===== src/rtl/mpu_store.sv =====
// Streams one matrix from the register file to a valid/ready sink, row-major, with row/col tags.
// Latency: en -> first element on out_valid after 3 cycles, then 1 element/cycle; done 1 cycle after last.
// Backpressure: a 2-entry buffer plus one in-flight read; reads stall when 2 are outstanding, output holds.
module mpu_store #(
    parameter int FP              = 32,
    parameter int M               = 4,
    parameter int N               = 4,
    parameter int MBITS           = 2,
    parameter int NBITS           = 2,
    parameter int MATRIX_REG_SIZE = 2
) (
    input  logic                       clk,
    input  logic                       rst,
    input  logic                       en,
    input  logic [MATRIX_REG_SIZE-1:0] store_addr,
    output logic                       ack,
    output logic                       busy,
    output logic                       error,
    output logic                       done,
    output logic                       reg_store_en,
    output logic [MATRIX_REG_SIZE-1:0] reg_store_addr,
    output logic [MBITS:0]             reg_m_in,
    output logic [NBITS:0]             reg_n_in,
    input  logic [FP-1:0]              reg_element_in,
    input  logic [MBITS:0]             reg_m_size,
    input  logic [NBITS:0]             reg_n_size,
    output logic                       out_valid,
    input  logic                       out_ready,
    output logic [FP-1:0]              element_out,
    output logic [MBITS:0]             out_row,
    output logic [NBITS:0]             out_col,
    output logic                       out_last
);

    typedef enum logic [1:0] {IDLE, SIZE, STREAM} state_t;

    localparam logic [MBITS:0] M_ONE = (MBITS+1)'(1);
    localparam logic [NBITS:0] N_ONE = (NBITS+1)'(1);
    localparam logic [MBITS:0] M_MAX = (MBITS+1)'(M);
    localparam logic [NBITS:0] N_MAX = (NBITS+1)'(N);

    state_t                     state;
    logic [MATRIX_REG_SIZE-1:0] addr_q;
    logic [MBITS:0]             m_q, rd_row, fl_row;
    logic [NBITS:0]             n_q, rd_col, fl_col;
    logic                       issued_all;
    logic                       inflight;

    // two-entry buffer for returned read data and its tags
    logic [FP-1:0]              buf_dat [2];
    logic [MBITS:0]             buf_row [2];
    logic [NBITS:0]             buf_col [2];
    logic                       wr_ptr, rd_ptr;
    logic [1:0]                 count;
    logic [1:0]                 occ;

    logic                       dims_bad;
    logic                       buf_head;
    logic                       pop, push, pop_buf;
    logic [FP-1:0]              head_dat;
    logic [MBITS:0]             head_row;
    logic [NBITS:0]             head_col;

    // issue control, output head selection (empty buffer bypasses the arriving read data)
    always_comb begin
        ack            = (state == IDLE) && en;
        busy           = (state != IDLE);
        reg_store_addr = addr_q;
        reg_m_in       = rd_row;
        reg_n_in       = rd_col;
        occ            = count + {1'b0, inflight};
        reg_store_en   = (state == STREAM) && !issued_all && (occ < 2'd2);
        dims_bad       = (reg_m_size == '0) || (reg_n_size == '0) ||
                         (reg_m_size > M_MAX) || (reg_n_size > N_MAX);
        buf_head       = (count != 2'd0);
        head_dat       = buf_head ? buf_dat[rd_ptr] : reg_element_in;
        head_row       = buf_head ? buf_row[rd_ptr] : fl_row;
        head_col       = buf_head ? buf_col[rd_ptr] : fl_col;
        out_valid      = (state == STREAM) && (buf_head || inflight);
        element_out    = out_valid ? head_dat : '0;
        out_row        = out_valid ? head_row : '0;
        out_col        = out_valid ? head_col : '0;
        out_last       = out_valid && (head_row == m_q - M_ONE) && (head_col == n_q - N_ONE);
        pop            = out_valid && out_ready;
        push           = inflight && !(!buf_head && pop);
        pop_buf        = pop && buf_head;
    end

    // control FSM: request acceptance, dimension check, read pointer walk, completion
    always_ff @(posedge clk or posedge rst) begin
        if (rst) begin
            state      <= IDLE;
            addr_q     <= '0;
            m_q        <= '0;
            n_q        <= '0;
            rd_row     <= '0;
            rd_col     <= '0;
            fl_row     <= '0;
            fl_col     <= '0;
            issued_all <= 1'b0;
            inflight   <= 1'b0;
            error      <= 1'b0;
            done       <= 1'b0;
        end else begin
            done     <= 1'b0;
            inflight <= reg_store_en;
            if (reg_store_en) begin
                fl_row <= rd_row;
                fl_col <= rd_col;
            end
            case (state)
                IDLE: begin
                    if (en) begin
                        addr_q <= store_addr;
                        error  <= 1'b0;
                        state  <= SIZE;
                    end
                end
                SIZE: begin
                    if (dims_bad) begin
                        error <= 1'b1;
                        state <= IDLE;
                    end else begin
                        m_q        <= reg_m_size;
                        n_q        <= reg_n_size;
                        rd_row     <= '0;
                        rd_col     <= '0;
                        issued_all <= 1'b0;
                        state      <= STREAM;
                    end
                end
                STREAM: begin
                    if (reg_store_en) begin
                        if (rd_col == n_q - N_ONE) begin
                            rd_col <= '0;
                            if (rd_row == m_q - M_ONE) issued_all <= 1'b1;
                            else                       rd_row     <= rd_row + M_ONE;
                        end else begin
                            rd_col <= rd_col + N_ONE;
                        end
                    end
                    if (pop && out_last) begin
                        done  <= 1'b1;
                        state <= IDLE;
                    end
                end
                default: state <= IDLE;
            endcase
        end
    end

    // buffer occupancy and pointers; simultaneous push and pop keeps occupancy
    always_ff @(posedge clk or posedge rst) begin
        if (rst) begin
            count  <= 2'd0;
            wr_ptr <= 1'b0;
            rd_ptr <= 1'b0;
        end else begin
            if (push)    wr_ptr <= ~wr_ptr;
            if (pop_buf) rd_ptr <= ~rd_ptr;
            if (push && !pop_buf)      count <= count + 2'd1;
            else if (!push && pop_buf) count <= count - 2'd1;
        end
    end

    // buffer storage; contents are don't-care while count is zero
    always_ff @(posedge clk) begin
        if (push) begin
            buf_dat[wr_ptr] <= reg_element_in;
            buf_row[wr_ptr] <= fl_row;
            buf_col[wr_ptr] <= fl_col;
        end
    end

endmodule

===== config.mk =====
export PLATFORM = sky130hd
export DESIGN_NAME = mpu_store
export DESIGN_NICKNAME = d
export VERILOG_FILES = /design/src/rtl/mpu_store.sv
export SDC_FILE = /design/constraint.sdc
export NUM_CORES = 1
export LEC_CHECK = 0
export ABC_AREA = 1
export BUFFER_PORTS_ARGS = -buffer_cell sky130_fd_sc_hd__buf_2
export CORE_MARGIN = 2
export CORE_UTILIZATION = 55
export DETAILED_ROUTE_END_ITERATION = 6
export PLACE_DENSITY = 0.92
export SETUP_SLACK_MARGIN = 0.02
export SLEW_MARGIN = 10
export SYNTH_ARGS = -nofsm -noshare
export SYNTH_HDL_FRONTEND = slang
export SYNTH_SLANG_ARGS = --single-unit

===== constraint.sdc =====
create_clock -name clk -period 5.5 [get_ports clk]
set_clock_uncertainty 0.2 [all_clocks]
set_input_delay 0.55 -clock clk [delete_from_list [all_inputs] [get_ports clk]]
set_output_delay 0.55 -clock clk [all_outputs]
set_load 0.01 [all_outputs]

==> metrics.md <==
| Metric | Value |
|---|---|
| Reg-to-reg critical path endpoint | count[1] |
| Cell Rows | 33 |
| Area after DPL | 0.00529 mm² |
| Sequential area share after synthesis | 63.8% |
| GRT overflow | 0 |
| Hold/Removal Path Class | in2async |
| DP HPWL | 6760 µm |
| Cells after DPL | about 660 |
| Final WL | 10000 µm |
| Startpoint Class | register |
| TritonCTS clock tree | yes |
| Number of global-route vias before repair | 3604 |
| Worst-Margin Slew | 1.09 ns |
| IO Port Bufs | 96 |
| Share of layout cells above drive strength 1 | 22.0% |
| Leak | 2.40 nW |
| Kind of critical path | reg2out |
| Max cap viols | 0 |
| Final ANT Viol Nets | 0 |
| CP Capture Type | output port |
| Relative slew margins | 26.8% |
| Pre-CTS WS | ~2.6 ns |
| Synthesis-to-layout area growth | 15.1% |
| Syn_area_per_cell | 10.0 µm² |
| WP data arrival | between 2 and 3 ns |
| Starting Density | a little under three fifths |
| Mapped Area | 0.00475 mm² |
| Antenna cell count | 0 |
| Syn Nets | 524 |
| Worst reg-to-reg path cell count | 10 |
| Clk buf depth | 2 |
| Cell variety after synth | 28 |
| Final Wtd Congestion | 0.846 |
| Worst vdd ir | 243 µV |
| Max-slew violation count | 0 |
| Die area | between 0.009 and 0.01 mm² |
| Die boundary height | 97.0 µm |
| Power density over the cells | around 470 mW/mm² |
| Clock transition at the registers of the reported paths | 0.10 ns |
| Post-Layout Inst Area | 0.00547 mm² |
| Cells after synthesis | 475 |
| Setup TNS | 0 ns |
| Initial antenna violation count | 0 |
| Wire per inst | between 10 and 15 µm |
| DRT iter0 DRCs | ~260 |
| Worst Path Max Fanout | 39 |
| Crit path launch | rd_ptr |
| Yosys Warn Count | 0 |
| H-tree depth | 3 |
| First-pass GRT wire length | between 15000 and 20000 µm |
| GRT Total Usage | between 20% and 30% |
| Final worst slack | 2.16 ns |
| Final min period | 3.34 ns |
| Largest net degree at the start of global routing | 74 |
| Clk Latency, worst-skew pair | 0.36 ns |
| Cell Count, Final, Fillers Out | a little under 700 |
| FF+latch count, synth | 106 |
| Setup bufs post-CTS | 0 |
| R2R setup slack | between 2 and 3 ns |
| TritonRoute pass-1 iters | 6 |
| Vias post-DR | 3674 |
| Hold buffer count at CTS | 0 |
| Post-route DRC | 0 |
| Worst Path Required | roughly 4.8 ns |
| PostCTS Resize Cnt | 0 |
| Die width | 97.0 µm |
| Max Fclk | 300 MHz |
| Clock root buffer | clkbuf_8 |
| Final setup vio count | 0 |
| Io pins | 97 |
| Clock sink count | 106 |
| Final Hold Violating Endpoints | 0 |
| Reg-to-Reg Start | state[0] |
| RSZ-0062 raised after global routing | false |
| Core box area | 0.00830 mm² |
| Clock buffer count from CTS | 9 |
| Via density | 5.46 |
| Final worst-path cycle share | 60.7% |
| Outcome | completed |
| Nets | 612 |
-- synthesized netlist by cell type --
cell	n	area [µm²]
o21ai_2	1	8.76
xnor2_1	2	17.5
a31oi_1	32	200
a21oi_4	1	16.3
a21oi_1	6	30.0
nand3_1	17	85.1
nor2_4	1	11.3
buf_2	11	55.1
o21ai_0	49	245
nand2_4	1	11.3
nor2_2	2	12.5
inv_2	3	11.3
nand4_1	3	18.8
o31ai_1	2	15.0
nor3_1	1	5.00
dfrtp_1	30	751
ha_1	5	62.6
o21ai_1	3	15.0
xor2_1	3	26.3
nand2_1	154	578
nor2_1	22	82.6
edfxtp_1	76	2280
buf_4	2	15.0
nand3_4	1	17.5
or2_1	1	6.26
clkbuf_1	7	26.3
inv_1	38	143
nand2_2	1	6.26
-- flip-flops by register name, summed over array words and instances, names as in the netlist --
register	cells
buf_row	6
fl_row	3
issued_all	1
inflight	1
buf_dat	64
n_q	3
count	2
done	1
reg_n_in	3
wr_ptr	1
reg_store_addr	2
m_q	3
fl_col	3
state	2
buf_col	6
error	1
reg_m_in	3
rd_ptr	1
-- layout make-up --
cell class	count	area, µm²
clock buffer	9	124
tap	105	131
sequential	106	3030
timing repair buffer	97	488
clock inverter	7	57.6
inverter	41	154
multi-input combinational	308	1490
fill	658	2830
-- layout by cell type, fill, tap and decap left out, drive strengths merged, types with 2 or more instances in the layout --
cell type	synthesis	layout
nand4	3	3
inv	41	44
ha	5	5
nand3	18	18
nor2	25	25
a21oi	7	7
xnor2	2	2
xor2	3	3
o21ai	53	53
dfrtp	30	30
buf	13	97
edfxtp	76	76
a31oi	32	32
clkbuf	7	9
nand2	156	156
o31ai	2	2
clkinv	0	3
-- logic make-up (layout without fill, tap and decap cells) --
logic type                 Yosys count  in the layout  share of synthesized area, %
AOI/OAI and AO/OA                   94             94                          11.2
DFF                                106            106                          63.8
buffers and inverters               61            154                          5.26
adders and majority gates            5              5                          1.32
and+or+nand+nor                    204            204                          17.6
xor gates and xnor gates             5              5                         0.921
-- worst max path at each step --
stage | endpoint
global route | out_last
CTS | out_last
finish | out_last
global placement | out_last
floorplan | buf_col[1][0]
detailed placement | count[1]
-- per-layer routing --
metal	wire [µm]	GRT usage [%]	vias up	part of all wire, %
met5	0	0	-	0
met4	95	6.61	0	0.95
met3	735	4.41	10	7.3
met2	5060	36.8	157	50
met1	4140	28.6	1719	41
li1	-	-	1788	-
-- critical path, cell delays in order (launching register included) --
cell	delay (ns)
dfrtp_1	0.37
buf_4	0.26
inv_2	0.55
nand2_1	0.11
nand3_1	0.13
nand2_1	0.11
nand2_1	0.08
nand2_1	0.05
nor2_1	0.17
nand2_1	0.09
nor2_1	0.13
buf_2	0.15
-- through the flow --
stage | power (W) | hold slack [ns] | util, %
2_1_floorplan | 0.00183 | 0.242 | -
3_3_place_gp | 0.00206 | 0.259 | 63.8
3_5_place_dp | 0.00211 | 0.271 | 63.8
4_1_cts | 0.00255 | 0.167 | 66.0
5_1_grt | 0.00274 | 0.158 | 66.0
6_report | 0.00255 | 0.103 | 66.0
-- power breakdown --
part	switching (W)	leakage (nW)	internal (W)
Combinational	0.000704	1.23	0.000311
Sequential	0.0000781	1.08	0.00101
Clock	0.000273	0.0902	0.000172
Total	0.00106	2.40	0.00149
No activity file was read; power rests on OpenSTA's default activity.
